[src/rtl/vsa_dmem_arbiter.sv]
// Round-robin arbiter sharing one single-ported data memory between two VSA core data ports.
// Registers the memory command and steers each read return back to the requester that issued it.
module vsa_dmem_arbiter #(
  parameter int unsigned AW      = 5,
  parameter int unsigned DW      = 5,
  parameter int unsigned MEM_LAT = 1
) (
  input  logic          clock,
  input  logic          reset,
  input  logic          req0,
  input  logic          wr0,
  input  logic [AW-1:0] addr0,
  input  logic [DW-1:0] wdata0,
  output logic          gnt0,
  output logic          rvalid0,
  output logic [DW-1:0] rdata0,
  input  logic          req1,
  input  logic          wr1,
  input  logic [AW-1:0] addr1,
  input  logic [DW-1:0] wdata1,
  output logic          gnt1,
  output logic          rvalid1,
  output logic [DW-1:0] rdata1,
  output logic          mem_en,
  output logic          mem_wr,
  output logic [AW-1:0] mem_addr,
  output logic [DW-1:0] mem_wdata,
  input  logic [DW-1:0] mem_rdata
);

  localparam int unsigned TAG_DEPTH = MEM_LAT + 1;

  typedef struct packed {
    logic valid;
    logic owner;
  } tag_t;

  if ((MEM_LAT < 1) || (MEM_LAT > 3)) begin : gBadMemLat
    $error("vsa_dmem_arbiter: MEM_LAT=%0d is outside the supported range 1..3", MEM_LAT);
  end

  logic                         last;
  logic                         anyGnt;
  logic                         winner;
  logic                         selWr;
  logic [AW-1:0]                selAddr;
  logic [DW-1:0]                selWdata;
  tag_t                         newTag;
  tag_t                         retTag;
  tag_t [TAG_DEPTH-1:0]         tagPipe;

  // Round-robin grant: on a tie the requester that did not win last time goes first.
  always_comb begin
    gnt0 = 1'b0;
    gnt1 = 1'b0;
    if (req0 && req1) begin
      gnt0 = last;
      gnt1 = ~last;
    end else begin
      gnt0 = req0;
      gnt1 = req1;
    end
  end

  // Winner's command and the tag it launches into the read-return pipeline.
  always_comb begin
    anyGnt       = gnt0 | gnt1;
    winner       = gnt1;
    selWr        = gnt1 ? wr1 : wr0;
    selAddr      = gnt1 ? addr1 : addr0;
    selWdata     = gnt1 ? wdata1 : wdata0;
    newTag.valid = anyGnt & ~selWr;
    newTag.owner = winner;
  end

  // Memory command register; address and data hold through idle cycles.
  always_ff @(posedge clock or posedge reset) begin
    if (reset) begin
      mem_en    <= 1'b0;
      mem_wr    <= 1'b0;
      mem_addr  <= '0;
      mem_wdata <= '0;
      last      <= 1'b1;
    end else begin
      mem_en <= anyGnt;
      mem_wr <= anyGnt & selWr;
      if (anyGnt) begin
        mem_addr  <= selAddr;
        mem_wdata <= selWdata;
        last      <= winner;
      end
    end
  end

  // Tag shift register: one entry per cycle keeps returns aligned with the fixed memory latency.
  always_ff @(posedge clock or posedge reset) begin
    if (reset) begin
      tagPipe <= '0;
    end else begin
      tagPipe <= {tagPipe[TAG_DEPTH-2:0], newTag};
    end
  end

  assign retTag = tagPipe[MEM_LAT];

  // Read return: capture memory data for the owner; the other requester's data holds.
  always_ff @(posedge clock or posedge reset) begin
    if (reset) begin
      rvalid0 <= 1'b0;
      rvalid1 <= 1'b0;
      rdata0  <= '0;
      rdata1  <= '0;
    end else begin
      rvalid0 <= retTag.valid & ~retTag.owner;
      rvalid1 <= retTag.valid & retTag.owner;
      if (retTag.valid && !retTag.owner) begin
        rdata0 <= mem_rdata;
      end
      if (retTag.valid && retTag.owner) begin
        rdata1 <= mem_rdata;
      end
    end
  end

  gntOneHot: assert property (@(posedge clock) disable iff (reset) !(gnt0 && gnt1));
  gntNeedsReq: assert property (@(posedge clock) disable iff (reset) (!gnt0 || req0) && (!gnt1 || req1));

endmodule

[config.mk]
export PLATFORM = sky130hd
export DESIGN_NAME = vsa_dmem_arbiter
export DESIGN_NICKNAME = d
export VERILOG_FILES = /design/src/rtl/vsa_dmem_arbiter.sv
export SDC_FILE = /design/constraint.sdc
export NUM_CORES = 1
export LEC_CHECK = 0
export CORE_UTILIZATION = 41
export DETAILED_ROUTE_END_ITERATION = 16
export GPL_TIMING_DRIVEN = 0
export PLACE_DENSITY = 0.9
export SYNTH_ARGS = -nofsm -noshare
export SYNTH_HDL_FRONTEND = slang
export SYNTH_SLANG_ARGS = --single-unit
export TNS_END_PERCENT = 50
[constraint.sdc]
create_clock -name clock -period 1.4 [get_ports clock]
set_input_delay 0.14 -clock clock [delete_from_list [all_inputs] [get_ports clock]]
set_output_delay 0.14 -clock clock [all_outputs]
set_load 0.01 [all_outputs]
==> metrics.md <==
| Metric | Value |
|---|---|
| Root buffer cell | clkbuf_4 |
| Leakage power | 1.08 nW |
| Crit-path max FO | 4 |
| Yosys reg bits | 29 |
| Most common cell after layout, fill and taps aside | clkdlybuf4s50_1 |
| Antenna violations before repair | 0 |
| Post-synth EDFFs | 0 |
| First-pass GRT wire length | 4890 µm |
| Top cells by area, synth | dfrtp_1 56%, mux2i_1 7.9%, mux2_4 6.0% |
| Fin. max-slew vios | 0 |
| Final nets | a little under 200 |
| First-pass iteration count of the detailed router | 10 |
| Area growth, synth to finish | 56.5% |
| Share of layout cells above drive strength 1 | 15.8% |
| Clock latency on the worst-skew pair | 0.33 ns |
| Post-synth cell types | 21 |
| Peak VDD IR | 0.589 mV |
| Drt wl/cell | ~16 µm |
| Flop pwr share | 47.4% |
| Setup TNS | 0 ns |
| Synth top area share | about 56% |
| Inserted Diodes | 0 |
| Vias | between 1,000 and 1,500 |
| Gr usage total | 20.1% |
| Largest area contributor in the netlist | dfrtp_1 |
| Worst Hold Class | reg -> reg |
| Core Area | 2830 µm² |
| I/O Buffers | 56 |
| Setup WS post-layout | 0.0357 ns |
| Clock power frac | 21.8% |
| GRT Residual Overflow | 0 |
| Die height | around 57 µm |
| Die Wd | 57.4 µm |
| Post-Syn Area | 1260 µm² |
| Final WL | 3050 µm |
| Mapped Cells | roughly 100 |
| Placer Congestion | about 0.73 |
| Most frequent cells in the layout | 31 x clkdlybuf4s50_1, 28 x dfrtp_1, 19 x dlymetal6s2s_1 |
| Unrepaired setup endpoints after global routing | yes |
| MaxCap Viol Count | 0 |
| Reg clk slew, reported paths | 0.10 ns |
| Violated checks | DRC |
| Final Critical Period | 1.36 ns |
| Clock tree from TritonCTS | done |
| Crit start category | flop |
| Setup violations, final | 0 |
| Synth Net Count | 132 |
| Pin count of the biggest net entering global routing | 30 |
| Sw Ratio | approximately 30% |
| H-tree depth | 2 |
| Sequential share of the synthesized area | 57.7% |
| Critical path class | reg -> out |
| Setup crit end kind | primary output |
| Switching power total | 0.000655 W |
| Power density over the cells | 1130 nW/µm² |
| Die area | 3300 µm² |
| CP Data Arrival Time | 1.22 ns |
| Number of remaining DRC errors | 5 |
| Drt first-iter violations | 17 |
| Via density | 5.29 |
| Clk_skew | 0.0118 ns |
| Syn avg cell area | 12.5 µm² |
| Syn. warnings | 0 |
| Placement Setup Slack | -0.376 ns |
| FMAX | between 700 and 800 MHz |
| Num CTS Buffers | 5 |
| Ys flop type | dfrtp_1 |
| Vias in the first global route | 1,085 |
| Fin crit share | 97.5% |
| Dpl hpwl | 2180 µm |
| CTS Buffer Depth | 2 |
| Worst slew margin | around 29% |
| Clock sinks | 29 |
| ANT nets after route | 0 |
| Combinational power share | 30.8% |
| CP Data Required Time | 1.26 ns |
| Pint | approximately 0.0016 W |
| Num rows | 19 |
| Postcts setup bufs | 0 |
| Final Cell Area | roughly 2000 µm² |
| Hold Violations, Final | 0 |
| Least-Margin Pin Slew | 1.06 ns |
| Dpl cell area | 1860 µm² |
| I/O pin cnt | 57 |
| Ys async rst share | 100% |
| Status | finished, violations left |
| Hold_buf cts | 0 |
| Starting density of the core | 44.5% |
| # fillers | 214 |
==> logic make-up after synthesis <==
kind of cell    synth area share, %
compound gates                 11.1
simple gates                   7.05
mux                            18.4
flops                          57.7
buf+inv                        5.76
==> Yosys cell counts, types with 2 or more instances <==
cell and instances:
a31oi_1 10, and3_1 10, buf_4 2, buf_6 2
clkbuf_1 2, dfrtp_1 28, inv_1 5, mux2_1 5
mux2_4 5, mux2i_1 10, nand2_1 2, o21ai_1 11
==> power groups by stage <==
stage	logic (W)	clock network [W]	registers, W
2_1_floorplan	0.000247	0	0.00113
3_3_place_gp	0.000702	0	0.00107
3_5_place_dp	0.000722	0	0.00107
4_1_cts	0.000716	0.000504	0.00106
5_1_grt	0.000736	0.000553	0.00108
6_report	0.000688	0.000487	0.00106
==> state kept, by name (all words and copies together), names as in the netlist <==
| register | cells |
|---|---|
| mem_en | 1 |
| last | 1 |
| mem_addr | 5 |
| rdata0 | 5 |
| retTag | 2 |
| tagPipe | 2 |
| rdata1 | 5 |
| rvalid1 | 1 |
| mem_wdata | 5 |
| rvalid0 | 1 |
| mem_wr | 1 |
==> worst max-delay path, stage by stage (launching register included) <==
cell and delay (ns):
dfstp_2 0.59, nand2_4 0.08, nand2_4 0.08, inv_4 0.04
buf_6 0.11
==> path summary, 6_finish.rpt <==
path                             from           to  slack (ns)  cells after the start
min reg2reg                tagPipe[1]    retTag[1]        0.35                      0
min in group asynchronous       reset    rdata0[1]        0.37                      2
max in group asynchronous       reset    rdata0[3]        0.38                      2
min                        tagPipe[1]    retTag[1]        0.35                      0
max reg2reg                      last  mem_addr[3]        0.18                      4
max                              last         gnt1        0.04                      4
==> through the flow <==
stage / std cells / hold WS, ns / utilization (%) / power [W]
floorplan: 101 / 0.217 / - / 0.00138
global placement: 188 / 0.337 / 65.7 / 0.00177
detailed placement: 188 / 0.338 / 65.7 / 0.00180
CTS: 196 / 0.359 / 67.8 / 0.00228
global route: 196 / 0.369 / 69.7 / 0.00236
finish: 196 / 0.348 / 69.7 / 0.00223
==> repair_timing <==
| item | 4_1_cts | 5_1_grt |
|---|---|---|
| resized for setup | 17 | 21 |
| setup endpoints to repair | 5 | 20 |
| pin swaps | 1 | 0 |
==> cell type report <==
cell class | count | area, µm² | area share (%)
clock buffer | 5 | 37.5 | 1.90
buffer | 7 | 50.0 | 2.54
sequential | 29 | 727 | 36.9
tap | 31 | 38.8 | 1.97
timing repair buffer | 56 | 599 | 30.4
multi-input combinational | 59 | 477 | 24.2
inverter | 6 | 25.0 | 1.27
clock inverter | 3 | 17.5 | 0.888
==> layer usage <==
metal	up-vias	part of all wire (%)	routed length (µm)	track usage, %
met5	-	0	0	0
met4	0	1.5	45	7.32
met3	5	8.7	265	7.71
met2	48	52	1570	35.9
met1	496	38	1160	21.6
li1	488	-	-	-
(Power assumes the default switching activity.)
